--- config.mk ---
export PLATFORM = sky130hd
export DESIGN_NAME = rr_grant_scheduler
export DESIGN_NICKNAME = d
export VERILOG_FILES = /design/src/rtl/rr_grant_scheduler_pkg.sv /design/src/rtl/rr_grant_scheduler_encoder.sv /design/src/rtl/rr_grant_scheduler.sv
export SDC_FILE = /design/constraint.sdc
export NUM_CORES = 1
export LEC_CHECK = 0
export ABC_AREA = 1
export BUFFER_PORTS_ARGS = -buffer_cell sky130_fd_sc_hd__buf_4
export CORE_ASPECT_RATIO = 0.7
export CORE_MARGIN = 1.5
export CORE_UTILIZATION = 50
export DETAILED_ROUTE_END_ITERATION = 6
export PLACE_DENSITY_LB_ADDON = 0.1
export SETUP_SLACK_MARGIN = 0.2
export SLEW_MARGIN = 0
export SYNTH_ARGS = -nofsm -noshare
export SYNTH_HDL_FRONTEND = slang
export SYNTH_HIERARCHICAL = 1
export SYNTH_SLANG_ARGS = --single-unit
--- constraint.sdc ---
create_clock -name clk -period 4.84 [get_ports clk]
set_clock_uncertainty 0.05 [all_clocks]
set_input_delay 0.726 -clock clk [delete_from_list [all_inputs] [get_ports clk]]
set_output_delay 0.726 -clock clk [all_outputs]
set_load 0.02 [all_outputs]
--- src/rtl/rr_grant_scheduler_pkg.sv ---
// Shared types and constants for the round-robin grant scheduler.
package ppe_pkg;

  // Grant sequencing states
  typedef enum logic [1:0] {
    ST_IDLE  = 2'd0,
    ST_OFFER = 2'd1,
    ST_BUSY  = 2'd2
  } state_e;

  // Arbitration mode encodings for cfg_mode
  localparam logic MODE_RR    = 1'b0;
  localparam logic MODE_FIXED = 1'b1;

  // Hold counter width: clog2(max_hold+1), kept at least 1 bit so the
  // unlimited (max_hold == 0) build still has a counter to saturate.
  function automatic int hold_w(input int max_hold);
    return (max_hold == 0) ? 1 : $clog2(max_hold + 1);
  endfunction

endpackage

--- src/rtl/rr_grant_scheduler_encoder.sv ---
// Highest-index-wins priority encoder; idx is 0 when vec is empty.
module encoder #(
  parameter int WIDTH = 8,
  parameter int LOG_W = 3
) (
  input  logic [WIDTH-1:0] vec,
  output logic [LOG_W-1:0] idx
);

  // Later (higher) set bits overwrite earlier ones, so the top bit wins
  always_comb begin
    idx = '0;
    for (int i = 0; i < WIDTH; i++) begin
      if (vec[i]) idx = LOG_W'(i);
    end
  end

endmodule

--- src/rtl/rr_grant_scheduler.sv ---
// Round-robin / fixed-priority scheduler for one shared resource.
// Winner is picked in IDLE, offered with gnt_valid, held in BUSY until the
// holder drops its request or the hold limit preempts it.
module rr_grant_scheduler
  import ppe_pkg::*;
#(
  parameter int N        = 8,
  parameter int LOG_N    = 3,
  parameter int MAX_HOLD = 16
) (
  input  logic             clk,
  input  logic             rst_n,
  input  logic [N-1:0]     req,
  input  logic             cfg_mode,
  input  logic             cfg_ptr_we,
  input  logic [LOG_N-1:0] cfg_ptr,
  input  logic             gnt_ready,
  output logic             gnt_valid,
  output logic [LOG_N-1:0] gnt_idx,
  output logic [N-1:0]     gnt_onehot,
  output logic             busy,
  output logic [LOG_N-1:0] ptr
);

  localparam int HCW = hold_w(MAX_HOLD);
  localparam logic [HCW-1:0] HOLD_LAST = (MAX_HOLD == 0) ? '0 : HCW'(MAX_HOLD - 1);

  state_e             state_q, state_d;
  logic               mode_q, mode_d;
  logic [HCW-1:0]     hold_cnt, hold_d;
  logic [LOG_N-1:0]   idx_d, ptr_d;
  logic [N-1:0]       ptr_mask, masked;
  logic [LOG_N-1:0]   idx_m, idx_r, winner;
  logic               req_cur, preempt, hold_sat;

  // Requests strictly below the pointer get first pick in round-robin
  assign ptr_mask = (N'(1) << ptr) - N'(1);
  assign masked   = req & ptr_mask;

  encoder #(.WIDTH(N), .LOG_W(LOG_N)) u_enc_m (.vec(masked), .idx(idx_m));
  encoder #(.WIDTH(N), .LOG_W(LOG_N)) u_enc_r (.vec(req),    .idx(idx_r));

  // Empty masked set wraps the search back to the top index
  assign winner   = (cfg_mode == MODE_RR && |masked) ? idx_m : idx_r;
  assign req_cur  = req[gnt_idx];
  assign preempt  = (MAX_HOLD != 0) && (hold_cnt == HOLD_LAST);
  assign hold_sat = &hold_cnt;

  // Next-state, grant index, hold counter and pointer update
  always_comb begin
    state_d = state_q;
    mode_d  = mode_q;
    hold_d  = hold_cnt;
    idx_d   = gnt_idx;
    ptr_d   = ptr;
    case (state_q)
      ST_IDLE: begin
        if (|req) begin
          state_d = ST_OFFER;
          idx_d   = winner;
          mode_d  = cfg_mode;
        end
      end
      ST_OFFER: begin
        // A withdrawn request beats a same-cycle accept
        if (!req_cur) begin
          state_d = ST_IDLE;
        end else if (gnt_ready) begin
          state_d = ST_BUSY;
          hold_d  = '0;
          if (mode_q == MODE_RR) ptr_d = gnt_idx;
        end
      end
      ST_BUSY: begin
        if (!hold_sat) hold_d = hold_cnt + HCW'(1);
        if (!req_cur || preempt) state_d = ST_IDLE;
      end
      default: state_d = ST_IDLE;
    endcase
    // Software pointer write overrides the acceptance update
    if (cfg_ptr_we) ptr_d = cfg_ptr;
  end

  // State and registered outputs; reset drops any grant immediately
  always_ff @(posedge clk or negedge rst_n) begin
    if (!rst_n) begin
      state_q    <= ST_IDLE;
      mode_q     <= MODE_RR;
      hold_cnt   <= '0;
      gnt_idx    <= '0;
      ptr        <= '0;
      gnt_valid  <= 1'b0;
      busy       <= 1'b0;
      gnt_onehot <= '0;
    end else begin
      state_q    <= state_d;
      mode_q     <= mode_d;
      hold_cnt   <= hold_d;
      gnt_idx    <= idx_d;
      ptr        <= ptr_d;
      gnt_valid  <= (state_d == ST_OFFER);
      busy       <= (state_d == ST_BUSY);
      gnt_onehot <= (state_d == ST_BUSY) ? (N'(1) << idx_d) : '0;
    end
  end

endmodule
# After elaboration in Yosys (flattened, before gate mapping)
# Cells that the tools add are included.
[word_totals] ff_bits=24 input_bits=16 out_inout_bits=16 elab_cells=72
[op_classes] n_addsub=2 order_cmp=1 eq_ne=9 shifts=2 mux=34 n_bitwise=2 n_reduce_logical=14
[op_table] operator="$mux W3" count=16
[op_table] operator="$mux W2" count=8
[op_table] operator="$reduce_or A8 Y1" count=2
[op_table] operator="$shl A1 B3 Y8 const A" count=2
[op_table] operator="$mux W5" count=3
[op_table] operator="$pmux W5 S2" count=1
[op_table] operator="$and A8 B8 Y8" count=1
[op_table] operator="$mux W8" count=1
[op_table] operator="$ne A2 B2 Y1 const B" count=4
[op_table] operator="$reduce_and A4 Y1" count=2
[op_table] operator="$reduce_bool A2 Y1" count=4
[op_table] operator="$sub A8 B2 Y8 const B" count=1
[op_table] operator="$pmux W2 S3" count=1
[op_table] operator="$add A5 B1 Y5 const B" count=1
[op_table] operator="$eq A5 B4 Y1 const B" count=1
[op_table] operator="$reduce_and A5 Y1" count=1
[op_table] operator="$eq A2 B1 Y1 const B" count=2
[op_table] operator="$eq A2 B2 Y1 const B" count=2
[op_table] operator="$lt A3 B4 Y1 const B" count=1
[op_table] operator="$bmux W1 S3" count=1
[op_table] operator="$mux W1" count=3
[op_table] operator="$logic_not A2 Y1" count=1
[op_table] operator="$reduce_and A2 Y1" count=1
[op_table] operator="$logic_and A1 B1 Y1" count=1
[op_table] operator="other kinds (3)" count=3

# Longest topological paths before layout
[depth] word_depth=15 ltp_mapped=17 ltp_nobuf=17

# By module
# The synthesis kept the hierarchy.
[modules_own_cells] mod="rr_grant_scheduler" n_inst=1 cells_each=181 area_per_inst_um2=1410.1 seq_area_each_um2=600.6
[modules_own_cells] mod="encoder" n_inst=2 cells_each=15 area_per_inst_um2=63.8 seq_area_each_um2=0.0

# Worst setup path after synthesis
# No wires, ideal clock.
[synth_path] path_type="input-to-reg" from="in req[4]" to="reg gnt_onehot[1]" setup_ps=117 arrival_time_ps=1592 required_ps=4673 path_slack_ps=3081 path_stages=13 path_buffers=0 cell_sequence="inv_1 nor3_4 inv_2 nand2_1 nand2_1 nand2_1 nand2_1 inv_1 nand3_1 nand3_2 nand2_2 nand2_2 nor2_1"
[synth_via] elab_chain_len=10 word_cells_on_any_way=26 classes_between="eq/ne: 1; shift: 1; mux: 18; bitwise: 1; reduce/logical: 5"
[synth_rtl] element="start, declared" line_no="rr_grant_scheduler.sv:13" source="input logic [N-1:0] req,"
[synth_rtl] element="$and A8 B8 Y8" line_no="rr_grant_scheduler.sv:38" source="assign masked = req & ptr_mask;"
[synth_rtl] element="via masked[4]" line_no="rr_grant_scheduler.sv:32" source="logic [N-1:0] ptr_mask, masked;"
[synth_rtl] element="$mux W3 (4 in series)" line_no="rr_grant_scheduler_encoder.sv:14" source="if (vec[i]) idx = LOG_W'(i);"
[synth_rtl] element="via idx_m[0]" line_no="rr_grant_scheduler.sv:33" source="logic [LOG_N-1:0] idx_m, idx_r, winner;"
[synth_rtl] element="$mux W3" line_no="rr_grant_scheduler.sv:44" source="assign winner = (cfg_mode == MODE_RR && |masked) ? idx_m : idx_r;"
[synth_rtl] element="$mux W3" line_no="rr_grant_scheduler.sv:58" source="if (|req) begin"
[synth_rtl] element="$mux W3" line_no="rr_grant_scheduler.sv:56" source="case (state_q)"
[synth_rtl] element="via idx_d[0]" line_no="rr_grant_scheduler.sv:31" source="logic [LOG_N-1:0] idx_d, ptr_d;"
[synth_rtl] element="$shl A1 B3 Y8" line_no="rr_grant_scheduler.sv:103" source="gnt_onehot <= (state_d == ST_BUSY) ? (N'(1) << idx_d) : '0;"
[synth_rtl] element="$mux W8" line_no="rr_grant_scheduler.sv:103"
[synth_rtl] element="end signal, assigned" line_no="rr_grant_scheduler.sv:103"
[synth_rtl] element="end, declared" line_no="rr_grant_scheduler.sv:20" source="output logic [N-1:0] gnt_onehot,"
# The timed path passes the listed nets, and every way through them passes these cells. The select of a mux whose other input is x is not followed.
# A chain may end at the register's enable or synchronous reset.

# Final worst setup path
[layout_path] from="reg hold_cnt[0]" to="reg gnt_onehot[6]"
[layout_via] elab_chain_len=6
[layout_rtl] element="start, declared" line_no="rr_grant_scheduler.sv:30" source="logic [HCW-1:0] hold_cnt, hold_d;"
[layout_rtl] element="start signal, assigned" line_no="rr_grant_scheduler.sv:98" source="hold_cnt <= hold_d;"
[layout_rtl] element="$eq A5 B4 Y1" line_no="rr_grant_scheduler.sv:46" source="assign preempt = (MAX_HOLD != 0) && (hold_cnt == HOLD_LAST);"
[layout_rtl] element="$logic_or A1 B1 Y1" line_no="rr_grant_scheduler.sv:76" source="if (!req_cur || preempt) state_d = ST_IDLE;"
[layout_rtl] element="$mux W2" line_no="rr_grant_scheduler.sv:76"
[layout_rtl] element="$pmux W2 S3" line_no="rr_grant_scheduler.sv:56"
[layout_rtl] element="via state_d[1]" line_no="rr_grant_scheduler.sv:28" source="state_e state_q, state_d;"
[layout_rtl] element="$eq A2 B2 Y1" line_no="rr_grant_scheduler.sv:103"
[layout_rtl] element="$mux W8" line_no="rr_grant_scheduler.sv:103"
# The timed path passes the listed nets, and every way through them passes these cells.

==> flow_metrics.tcl <==
set metrics [dict create \
    grt_use_met1_pct 30.8 \
    die_width_um 69.2 \
    leakage_nw 1.02 \
    n_antenna_cell 0 \
    cts-htree-levels 1 \
    drtAntennaViolNets 0 \
    numCtsBuffers 3 \
    drt_iter0_drc 85 \
    cts.repair.resized 0 \
    die_y_um 49.3 \
    grt_use_met2_pct 31.3 \
    drt_wl_total_um 3230 \
    grt_pass1_wl_um 5670 \
    crit_path_end_kind "register" \
    critical_path.max_fanout 4 \
    cts_buffer_depth 2 \
    grt-ovfl-total 0 \
    synth_warnings 6 \
    core_um2 2860 \
    ir_worst_vdd_mv 0.356 \
    clock_sinks 24 \
    cts_tree "done" \
    max_freq_mhz 542 \
    rsz0062_at_grt "no" \
    rr_worst_depth 8 \
    dr.pass1.iters 4 \
    holdBufCountCts 0 \
    worstPathCellList "ha_1, nand2_1, nor2_1, ha_1, or2_1, a21oi_2, nand3_2, nor2_1" \
    slowest_delay_ps 430 \
    met3_usage_pct 4.55 \
    hp-class "in -> async" \
    nNetsFinal 264 \
    dieArea_um2 3410 \
    drive_gt1_share_pct 30.3 \
    grt_pass1_vias 1252 \
    cp_data_required_time_ps 4990 \
    grt.total_usage_pct 20.7 \
    ff_latch_area_um2 601 \
    start_kind "register" \
    cts.reportedPaths.clkPinSlew_ps 80 \
    timing.final.crit_share_pct 38.1 \
    slew_violations 0 \
    num-fill-cells 251 \
    row_count 16 \
    setup_viol 0 \
    initial_core_util_pct 53.6 \
    worstSetupPathType "reg -> reg" \
    root_buffer "clkbuf_8" \
    wl_per_cell_um 11.5 \
    top_usage_layer "met2" \
    clkLatencyLatePin_ps 260 \
    multi_input_comb_area_um2 777 \
    syn-num-nets 229 \
    cp_top_family "simple AND/OR/NAND/NOR gates" \
    cp.depth 8 \
    place_congestion 0.920 \
    drcViolationCount 0 \
    grt_antenna_before_repair 0 \
    crit_arrival_ps 2000 \
    tns_ps 0 \
    io_buffers 31 \
    postCtsSetupBuffers 0 \
    hold_viol 0 \
    cp.buffers_inverters 0 \
    vias_per_cell 4.97 \
    syn_inst 210 \
    syn_avg_cell_area_um2 7.30 \
    power_density_nw_per_um2 547 \
    holdWs_ps 285 \
    area_delta_synth_final_pct 22.4 \
    maxCapViolCount 0 \
    syn_area_um2 1530 \
    hpwl_um 2600 \
    pin_count 32 \
    post-route-min-period_ps 1850 \
    crit_path_top_delay_cell "dfrtp_1" \
    grt_max_degree 25 \
    vias 1391 \
    status "completed" \
]
-- area by class of cell --
class                   instances  share of cell area [%]
clock buffers                   3                    2.20
clock inverters                 1                    1.60
inverters                      39                    8.06
multi-input cells             146                    41.4
flip-flops and latches         24                    32.0
well taps                      36                    2.40
repair buffers                 31                    12.4
-- path summary, 6_finish.rpt --
path                                         startpoint                       to  slack (ps)
worst max-delay path            hold_cnt[0]$_DFFE_PN0P_  gnt_onehot[6]$_DFF_PN0_        2990
worst min-delay path                              rst_n     gnt_idx[0]$_DFF_PN0_         290
worst max register to register  hold_cnt[0]$_DFFE_PN0P_  gnt_onehot[6]$_DFF_PN0_        2990
worst min register to register       mode_q$_DFFE_PN0P_       mode_q$_DFFE_PN0P_         450
max in group asynchronous                         rst_n  hold_cnt[1]$_DFFE_PN0P_        4210
min in group clk                     mode_q$_DFFE_PN0P_       mode_q$_DFFE_PN0P_         450
-- layout by cell type, fill, tap and decap left out, types with 2 or more instances in the layout --
cell type	n
nand2_4	3
nor2_1	21
clkbuf_8	3
nand2_1	46
a21oi_1	4
nor2_2	2
buf_4	31
o21ai_0	4
o211ai_1	2
inv_1	25
nor4_1	2
dfrtp_1	24
nand3_1	21
nand3_2	5
nand4_1	5
or2_1	2
ha_1	3
o21ai_1	7
nand2_2	12
inv_2	13
-- stage by stage --
step	utilization (%)	area [um2]	setup WS (ps)	cells	total power, mW
after floorplan	-	1530	3080	210	0.705
after global placement	63.1	1810	2760	276	0.854
after detailed placement	63.1	1810	2760	276	0.854
after CTS	65.6	1880	2970	280	1.03
after global routing	65.6	1880	2850	280	1.11
final	65.6	1880	2990	280	1.03
-- power by group --
group | leakage [nW] | internal, mW | switching, mW | total [mW]
sequential | 0.313 | 0.259 | 0.0613 | 0.320
clock | 0.0357 | 0.111 | 0.0623 | 0.173
combinational | 0.672 | 0.188 | 0.347 | 0.535
-- registers in the layout, summed over array words and instances (netlist names) --
| signal | count |
|---|---|
| gnt_onehot | 8 |
| hold_cnt | 5 |
| gnt_idx | 3 |
| ptr | 3 |
| state_q | 2 |
| busy | 1 |
| gnt_valid | 1 |
| mode_q | 1 |
-- layer usage --
| metal | wire (um) | share of wire, % |
|---|---|---|
| met2 | 1270 | 39 |
| met3 | 181 | 5.6 |
| met1 | 1770 | 55 |
| met5 | 0 | 0 |
| met4 | 8 | 0.25 |
Note: power is estimated with default switching activity, not from simulation.
